### src/rtl/seg_pkg.sv
// seg_pkg: shared display code constants, sequencer states and tick-width helper
package seg_pkg;

    localparam int CODE_W = 6;
    localparam logic [CODE_W-1:0] CODE_BLANK = 6'd63;

    typedef enum logic [1:0] {
        IDLE,
        SHOW,
        GAP,
        DONE
    } state_t;

    function automatic int tick_width(input int t, input int g);
        return $clog2((t > g ? t : g) + 1);
    endfunction

endpackage

### src/rtl/rise_detect.sv
// rise_detect: registered rising-edge detector, blind for the first cycle after reset
module rise_detect (
    input  logic clk,
    input  logic rst,
    input  logic d,
    output logic pulse
);

    logic prev;
    logic armed;

    // remember last level; armed keeps a level already high at reset release from firing
    always_ff @(posedge clk or posedge rst) begin
        if (rst) begin
            prev  <= 1'b0;
            armed <= 1'b0;
        end else begin
            prev  <= d;
            armed <= 1'b1;
        end
    end

    assign pulse = d & ~prev & armed;

endmodule

### src/rtl/symbol_sequencer.sv
// symbol_sequencer: plays a stored message of display codes with per-symbol timing and gaps
module symbol_sequencer
    import seg_pkg::*;
#(
    parameter int TICKS_PER_SYM = 4,
    parameter int GAP_TICKS     = 1,
    parameter int DEPTH         = 16
) (
    input  logic              clk_2,
    input  logic              reset,
    input  logic              start,
    input  logic              pause,
    input  logic              loop_en,
    input  logic [4:0]        msg_len,
    input  logic              wr_en,
    input  logic [3:0]        wr_addr,
    input  logic [CODE_W-1:0] wr_data,
    output logic [CODE_W-1:0] code,
    output logic              busy,
    output logic              done,
    output logic [3:0]        idx
);

    localparam int TW = tick_width(TICKS_PER_SYM, GAP_TICKS);

    logic [CODE_W-1:0] mem [DEPTH];
    state_t            state, state_n;
    logic [TW-1:0]     tick, tick_n;
    logic [3:0]        idx_n, idx_inc;
    logic [4:0]        len, len_n;
    logic [CODE_W-1:0] code_n, first_code;
    logic              start_p, wr_ok, accept, last;

    rise_detect u_rise (
        .clk   (clk_2),
        .rst   (reset),
        .d     (start),
        .pulse (start_p)
    );

    assign busy       = (state == SHOW) || (state == GAP);
    assign done       = (state == DONE);
    assign wr_ok      = wr_en && !busy;
    assign accept     = start_p && (state == IDLE) && (msg_len != 5'd0);
    assign last       = ({1'b0, idx} == len - 5'd1);
    assign idx_inc    = last ? 4'd0 : idx + 4'd1;
    assign first_code = (wr_ok && wr_addr == 4'd0) ? wr_data : mem[0];

    // message memory: blank on reset, writable only while not playing
    always_ff @(posedge clk_2 or posedge reset) begin
        if (reset) begin
            for (int i = 0; i < DEPTH; i++) mem[i] <= CODE_BLANK;
        end else if (wr_ok) begin
            mem[wr_addr] <= wr_data;
        end
    end

    // playback state register
    always_ff @(posedge clk_2 or posedge reset) begin
        if (reset) begin
            state <= IDLE;
            tick  <= '0;
            idx   <= 4'd0;
            len   <= 5'd0;
            code  <= CODE_BLANK;
        end else begin
            state <= state_n;
            tick  <= tick_n;
            idx   <= idx_n;
            len   <= len_n;
            code  <= code_n;
        end
    end

    // next state: pause freezes SHOW/GAP entirely, code is loaded on entry to each phase
    always_comb begin
        state_n = state;
        tick_n  = tick;
        idx_n   = idx;
        len_n   = len;
        code_n  = code;
        case (state)
            IDLE: begin
                if (accept) begin
                    state_n = SHOW;
                    tick_n  = '0;
                    idx_n   = 4'd0;
                    len_n   = (msg_len > 5'(DEPTH)) ? 5'(DEPTH) : msg_len;
                    code_n  = first_code;
                end
            end
            SHOW: begin
                if (!pause) begin
                    if (tick == TW'(TICKS_PER_SYM - 1)) begin
                        tick_n = '0;
                        if (last && !loop_en) begin
                            state_n = DONE;
                            idx_n   = 4'd0;
                            code_n  = CODE_BLANK;
                        end else if (GAP_TICKS == 0) begin
                            idx_n  = idx_inc;
                            code_n = mem[idx_inc];
                        end else begin
                            state_n = GAP;
                            code_n  = CODE_BLANK;
                        end
                    end else begin
                        tick_n = tick + 1'b1;
                    end
                end
            end
            GAP: begin
                if (!pause) begin
                    if (tick == TW'(GAP_TICKS - 1)) begin
                        tick_n  = '0;
                        state_n = SHOW;
                        idx_n   = idx_inc;
                        code_n  = mem[idx_inc];
                    end else begin
                        tick_n = tick + 1'b1;
                    end
                end
            end
            DONE:    state_n = IDLE;
            default: state_n = IDLE;
        endcase
    end

endmodule
### config.mk
export PLATFORM = sky130hd
export DESIGN_NAME = symbol_sequencer
export DESIGN_NICKNAME = d
export VERILOG_FILES = /design/src/rtl/seg_pkg.sv /design/src/rtl/rise_detect.sv /design/src/rtl/symbol_sequencer.sv
export SDC_FILE = /design/constraint.sdc
export NUM_CORES = 1
export LEC_CHECK = 0
export ABC_CLOCK_PERIOD_IN_PS = 3450
export CORE_MARGIN = 3
export CORE_UTILIZATION = 58
export CTS_CLUSTER_SIZE = 25
export DETAILED_ROUTE_END_ITERATION = 8
export DONT_BUFFER_PORTS = 1
export PLACE_DENSITY = 0.87
export SLEW_MARGIN = 0
export SYNTH_ARGS = -nofsm -noshare
export SYNTH_HDL_FRONTEND = slang
export SYNTH_HIERARCHICAL = 1
export SYNTH_SLANG_ARGS = --single-unit
### constraint.sdc
create_clock -name clk_2 -period 3.45 [get_ports clk_2]
set_input_delay 0.345 -clock clk_2 [delete_from_list [all_inputs] [get_ports clk_2]]
set_output_delay 0.345 -clock clk_2 [all_outputs]
set_load 0.005 [all_outputs]
==> run_results.csv <==
group,metric,value,unit
yosys,synth_flop_cell,"sky130_fd_sc_hd__dfstp_2",
critical_path,r2r_setup_slack,0.71,ns
power_and_ir_drop,cellLeakagePower,2.761,nW
global_routing,first_pass_grt_wire_length,23.50,mm
critical_path,worst-setup-path-type,"register to register",
global_routing,grt_overflow_total,0,
critical_path,timing.critical_path.arrival,3.20,ns
finish,multi_input_comb_area,2846,um^2
place,place_hpwl,9.478,mm
sta,slew_headroom,36.94,%
power_and_ir_drop,internal_power,4.416,mW
place,post_dp_cell_area,6221,um^2
critical_path,cp_data_required_time,3.91,ns
finish,design_area,6850,um^2
route,remaining_drc_errors,0,
clocking,worst_skew_pair.late_latency,0.53,ns
sta,rsz0062_at_grt,"false",
clocking,num_cts_buffers,17,
power_and_ir_drop,irDropWorstVdd,0.5584,mV
sta,timing.setup.tns,0,ns
clocking,cts_tree,"yes",
floorplanning,io_pins,33,
route,routed-wl-met2,6.988,mm
yosys,yosys_warnings,6,
power_and_ir_drop,power.share.switching,32.86,%
hold_path,hold_path_depth,2,
global_routing,grt_start_max_net_pins,43,
yosys,async_reset_ff_share,100.0,%
power_and_ir_drop,netSwitchingPower,2.161,mW
hold_path,whs_endpoint,"len[0]$_DFFE_PP0P_",
job,timing.max_cap.violations,0,
floorplanning,placementRows,36,
yosys,yosys_register_bits,118,
critical_path,critPathSlowestCell,"sky130_fd_sc_hd__o2111a_2",
finish,final_layout_size_suffix_gt1_share,48.50,%
power_and_ir_drop,power.total,6.577,mW
finish,layout.filler_cells,696,
finish,areaGrowthSynthToFinish,11.55,%
sta,setup-violations-final,0,
floorplanning,die_h,108.9,um
route,met3RoutedLength,1.339,mm
yosys,synth_cell_types,56,
finish,finalNetCount,552,
floorplanning,core_area,10040,um^2
critical_path,worstSetupStartpointType,"register",
clocking,cts_max_level,4,
clocking,clock-root-buffer,"sky130_fd_sc_hd__clkbuf_8",
sta,postLayoutSetupSlackWorst,0.7083,ns
sta,finalCritPeriodShare,79.47,%
route,routed_wl,14.56,mm
place,pre_cts_slack,0.8219,ns
outcome,run_status,"finished, final reports clean",
power_and_ir_drop,power.combinational.fraction,33.3,%
route,final_antenna_net_count,0,
route,post_drt_wl_per_cell,21.87,um
finish,seqCellArea,3082,um^2
route,drt_first_iter_violations,325,
floorplanning,initial_core_util,61.14,%
yosys,syn-cell-area,6141,um^2
clocking,clk_transition_reported_paths,0.06,ns
yosys,synth_nets,539,
floorplanning,die_width,108.9,um
sta,timing.final.max_slew_violations,0,
yosys,synthCells,508,
power_and_ir_drop,p_seq_share,43.8,%
sta,finalCriticalPeriod,2.742,ns
place,numPortBuffers,0,
place,gpl.final_weighted_congestion,0.9008,
critical_path,end_kind,"register",
clocking,cts_sinks,118,
power_and_ir_drop,powerDensity,960.1,nW/um^2
critical_path,r2r_end,"code[5]$_DFFE_PP1P_",
yosys,syn_avg_cell_area,12.09,um^2
sta,worst-slew-pin-transition,0.9387,ns
critical_path,critical_path.reg2reg.startpoint,"len[0]$_DFFE_PP0P_",
hold_path,hold_start,"msg_len[4]",
route,met1_length,5.828,mm
global_routing,grt_pass1_vias,4335,
sta,fmax,0.3647,GHz
power_and_ir_drop,share_clk_of_total_power,22.9,%
critical_path,ordered_cell_list_for_the_critical_path,"inv_1 > ha_1 > o21ba_1 > a221oi_2 > o2111a_2 > o21ai_0 > a311oi_1 > o211ai_1 > a21oi_1",
global_routing,grt_usage,26.82,%
route,via_count,4211,
clocking,clockBufferDepth,2,
clocking,postCtsResizedCells,0,
global_routing,grt_antenna_before_repair,2,
critical_path,critical_path.max_stage_delay,0.45,ns
critical_path,reg2regPathDepth,9,
critical_path,crit_fanout,15,
sta,finClkSkew,0.006691,ns
floorplanning,die_area,11860,um^2
sta,timing.final.hold_violations,0,
route,routed_via_density,6.323,
route,drt_first_pass_iters,5,
route,top_layer,"met5",
yosys,synth_enable_flop_cells,0,
hold_path,timing.hold.worst.class,"primary input to register",
yosys,synth_seq_area_share,50.16,%
-- what timing repair did --
action	CTS	global route
endpoints found under the setup margin	0	0
endpoints found under the hold margin	118	0
setup buffers	0	0
hold buffers	13	0
-- metrics by stage --
| step | hold slack [ns] | utilization [%] | instances |
|---|---|---|---|
| floorplan | 0.08618 | - | 508 |
| global placement | 0.09030 | 61.93 | 622 |
| detailed placement | 0.09693 | 61.93 | 622 |
| CTS | 0.002103 | 68.17 | 665 |
| global route | 0.02077 | 68.20 | 666 |
| finish | 0.03086 | 68.20 | 666 |
-- cell usage in the layout, fill, tap and decap left out, types with 3 or more instances in the layout --
master,netlist,final
sky130_fd_sc_hd__xor2_1,5,5
sky130_fd_sc_hd__clkbuf_1,13,3
sky130_fd_sc_hd__buf_4,1,7
sky130_fd_sc_hd__a31oi_1,3,3
sky130_fd_sc_hd__mux2_2,99,99
sky130_fd_sc_hd__dfrtp_1,16,15
sky130_fd_sc_hd__nand3_1,8,8
sky130_fd_sc_hd__xnor2_1,3,3
sky130_fd_sc_hd__dlygate4sd3_1,0,13
sky130_fd_sc_hd__clkinv_2,0,5
sky130_fd_sc_hd__mux2i_1,18,18
sky130_fd_sc_hd__nor3_1,6,6
sky130_fd_sc_hd__nand2_1,48,48
sky130_fd_sc_hd__o21ai_0,27,27
sky130_fd_sc_hd__mux4_2,10,10
sky130_fd_sc_hd__o221ai_1,4,4
sky130_fd_sc_hd__nor3_2,3,3
sky130_fd_sc_hd__nor4_1,3,3
sky130_fd_sc_hd__inv_1,19,18
sky130_fd_sc_hd__a32oi_1,3,3
sky130_fd_sc_hd__ha_1,10,10
sky130_fd_sc_hd__a211oi_1,5,5
sky130_fd_sc_hd__clkbuf_16,0,16
sky130_fd_sc_hd__a21oi_1,17,17
sky130_fd_sc_hd__nor2b_1,9,9
sky130_fd_sc_hd__a22oi_1,4,4
sky130_fd_sc_hd__nor2_1,21,21
sky130_fd_sc_hd__dfstp_2,102,102
sky130_fd_sc_hd__nand2b_1,9,9
-- Yosys cell counts, types with 4 or more instances --
library cell / number / area [um^2]
sky130_fd_sc_hd__nor3_1: 6 / 30.03
sky130_fd_sc_hd__o221ai_1: 4 / 35.03
sky130_fd_sc_hd__nand3_1: 8 / 40.04
sky130_fd_sc_hd__nor2b_1: 9 / 56.30
sky130_fd_sc_hd__dfstp_2: 102 / 2680
sky130_fd_sc_hd__clkbuf_1: 13 / 48.80
sky130_fd_sc_hd__mux2i_1: 18 / 180.2
sky130_fd_sc_hd__buf_2: 6 / 30.03
sky130_fd_sc_hd__xor2_1: 5 / 43.79
sky130_fd_sc_hd__a22oi_1: 4 / 30.03
sky130_fd_sc_hd__ha_1: 10 / 125.1
sky130_fd_sc_hd__mux2_2: 99 / 1115
sky130_fd_sc_hd__a21oi_1: 17 / 85.08
sky130_fd_sc_hd__nor2_1: 21 / 78.83
sky130_fd_sc_hd__a211oi_1: 5 / 37.54
sky130_fd_sc_hd__nand2_1: 48 / 180.2
sky130_fd_sc_hd__o21ai_0: 27 / 135.1
sky130_fd_sc_hd__dfrtp_1: 16 / 400.4
sky130_fd_sc_hd__inv_1: 19 / 71.32
sky130_fd_sc_hd__nand2b_1: 9 / 56.30
sky130_fd_sc_hd__mux4_2: 10 / 225.2
-- critical path, delay by kind of cell (launching register included) --
kind / cells / cell delay, ns
compound gates: 7 / 1.89
flops: 1 / 0.44
buf+inv: 1 / 0.08
fa+ha+maj: 1 / 0.25
-- layout make-up --
class	instances	area share, %
flip-flops and latches	118	44.99
clock inverters	9	0.8402
inverters	19	1.078
well taps	133	2.429
clock buffers	21	6.411
multi-input cells	345	41.55
diodes	1	0.03653
repair buffers	20	2.667
-- state kept, by name, summed over array words and instances (netlist names) --
register,flops
tick,3
u_rise/prev,1
mem,96
len,5
u_rise/armed,1
state,2
idx,4
code,6
-- metal layers --
| metal | vias up | track usage (%) |
|---|---|---|
| met5 | - | 0 |
| met3 | 43 | 9.888 |
| met2 | 182 | 41.97 |
| met4 | 2 | 10.91 |
| li1 | 1852 | - |
| met1 | 2132 | 33.81 |
-- logic make-up after synthesis --
family	share of synthesized area [%]
and+or+nand+nor	9.801
adders and majority gates	2.037
muxes	24.76
other	0.06107
AOI/OAI and AO/OA	8.558
DFF	50.16
xor gates and xnor gates	1.141
buffers and inverters	3.484
-- worst max-delay path by stage --
stage | startpoint | to | slack, ns | cells after the start
final | len[0]$_DFFE_PP0P_ | code[5]$_DFFE_PP1P_ | 0.71 | 9
after global routing | len[0]$_DFFE_PP0P_ | code[4]$_DFFE_PP1P_ | 0.61 | 9
after CTS | len[0]$_DFFE_PP0P_ | code[4]$_DFFE_PP1P_ | 0.76 | 9
after detailed placement | len[0]$_DFFE_PP0P_ | code[4]$_DFFE_PP1P_ | 0.82 | 9
after global placement | len[0]$_DFFE_PP0P_ | code[4]$_DFFE_PP1P_ | 0.98 | 9
after floorplan | reset | idx[0]$_DFFE_PP0P_ | 0.20 | 1
-- power groups by stage --
stage	registers (mW)	logic, mW	clock network, mW
after detailed placement	2.88	2.12	0
after global routing	2.96	2.38	1.60
after global placement	2.81	2.01	0
after CTS	2.87	2.18	1.52
after floorplan	2.72	1.74	0
final	2.88	2.19	1.51
Note: power is estimated with default switching activity, not from simulation.
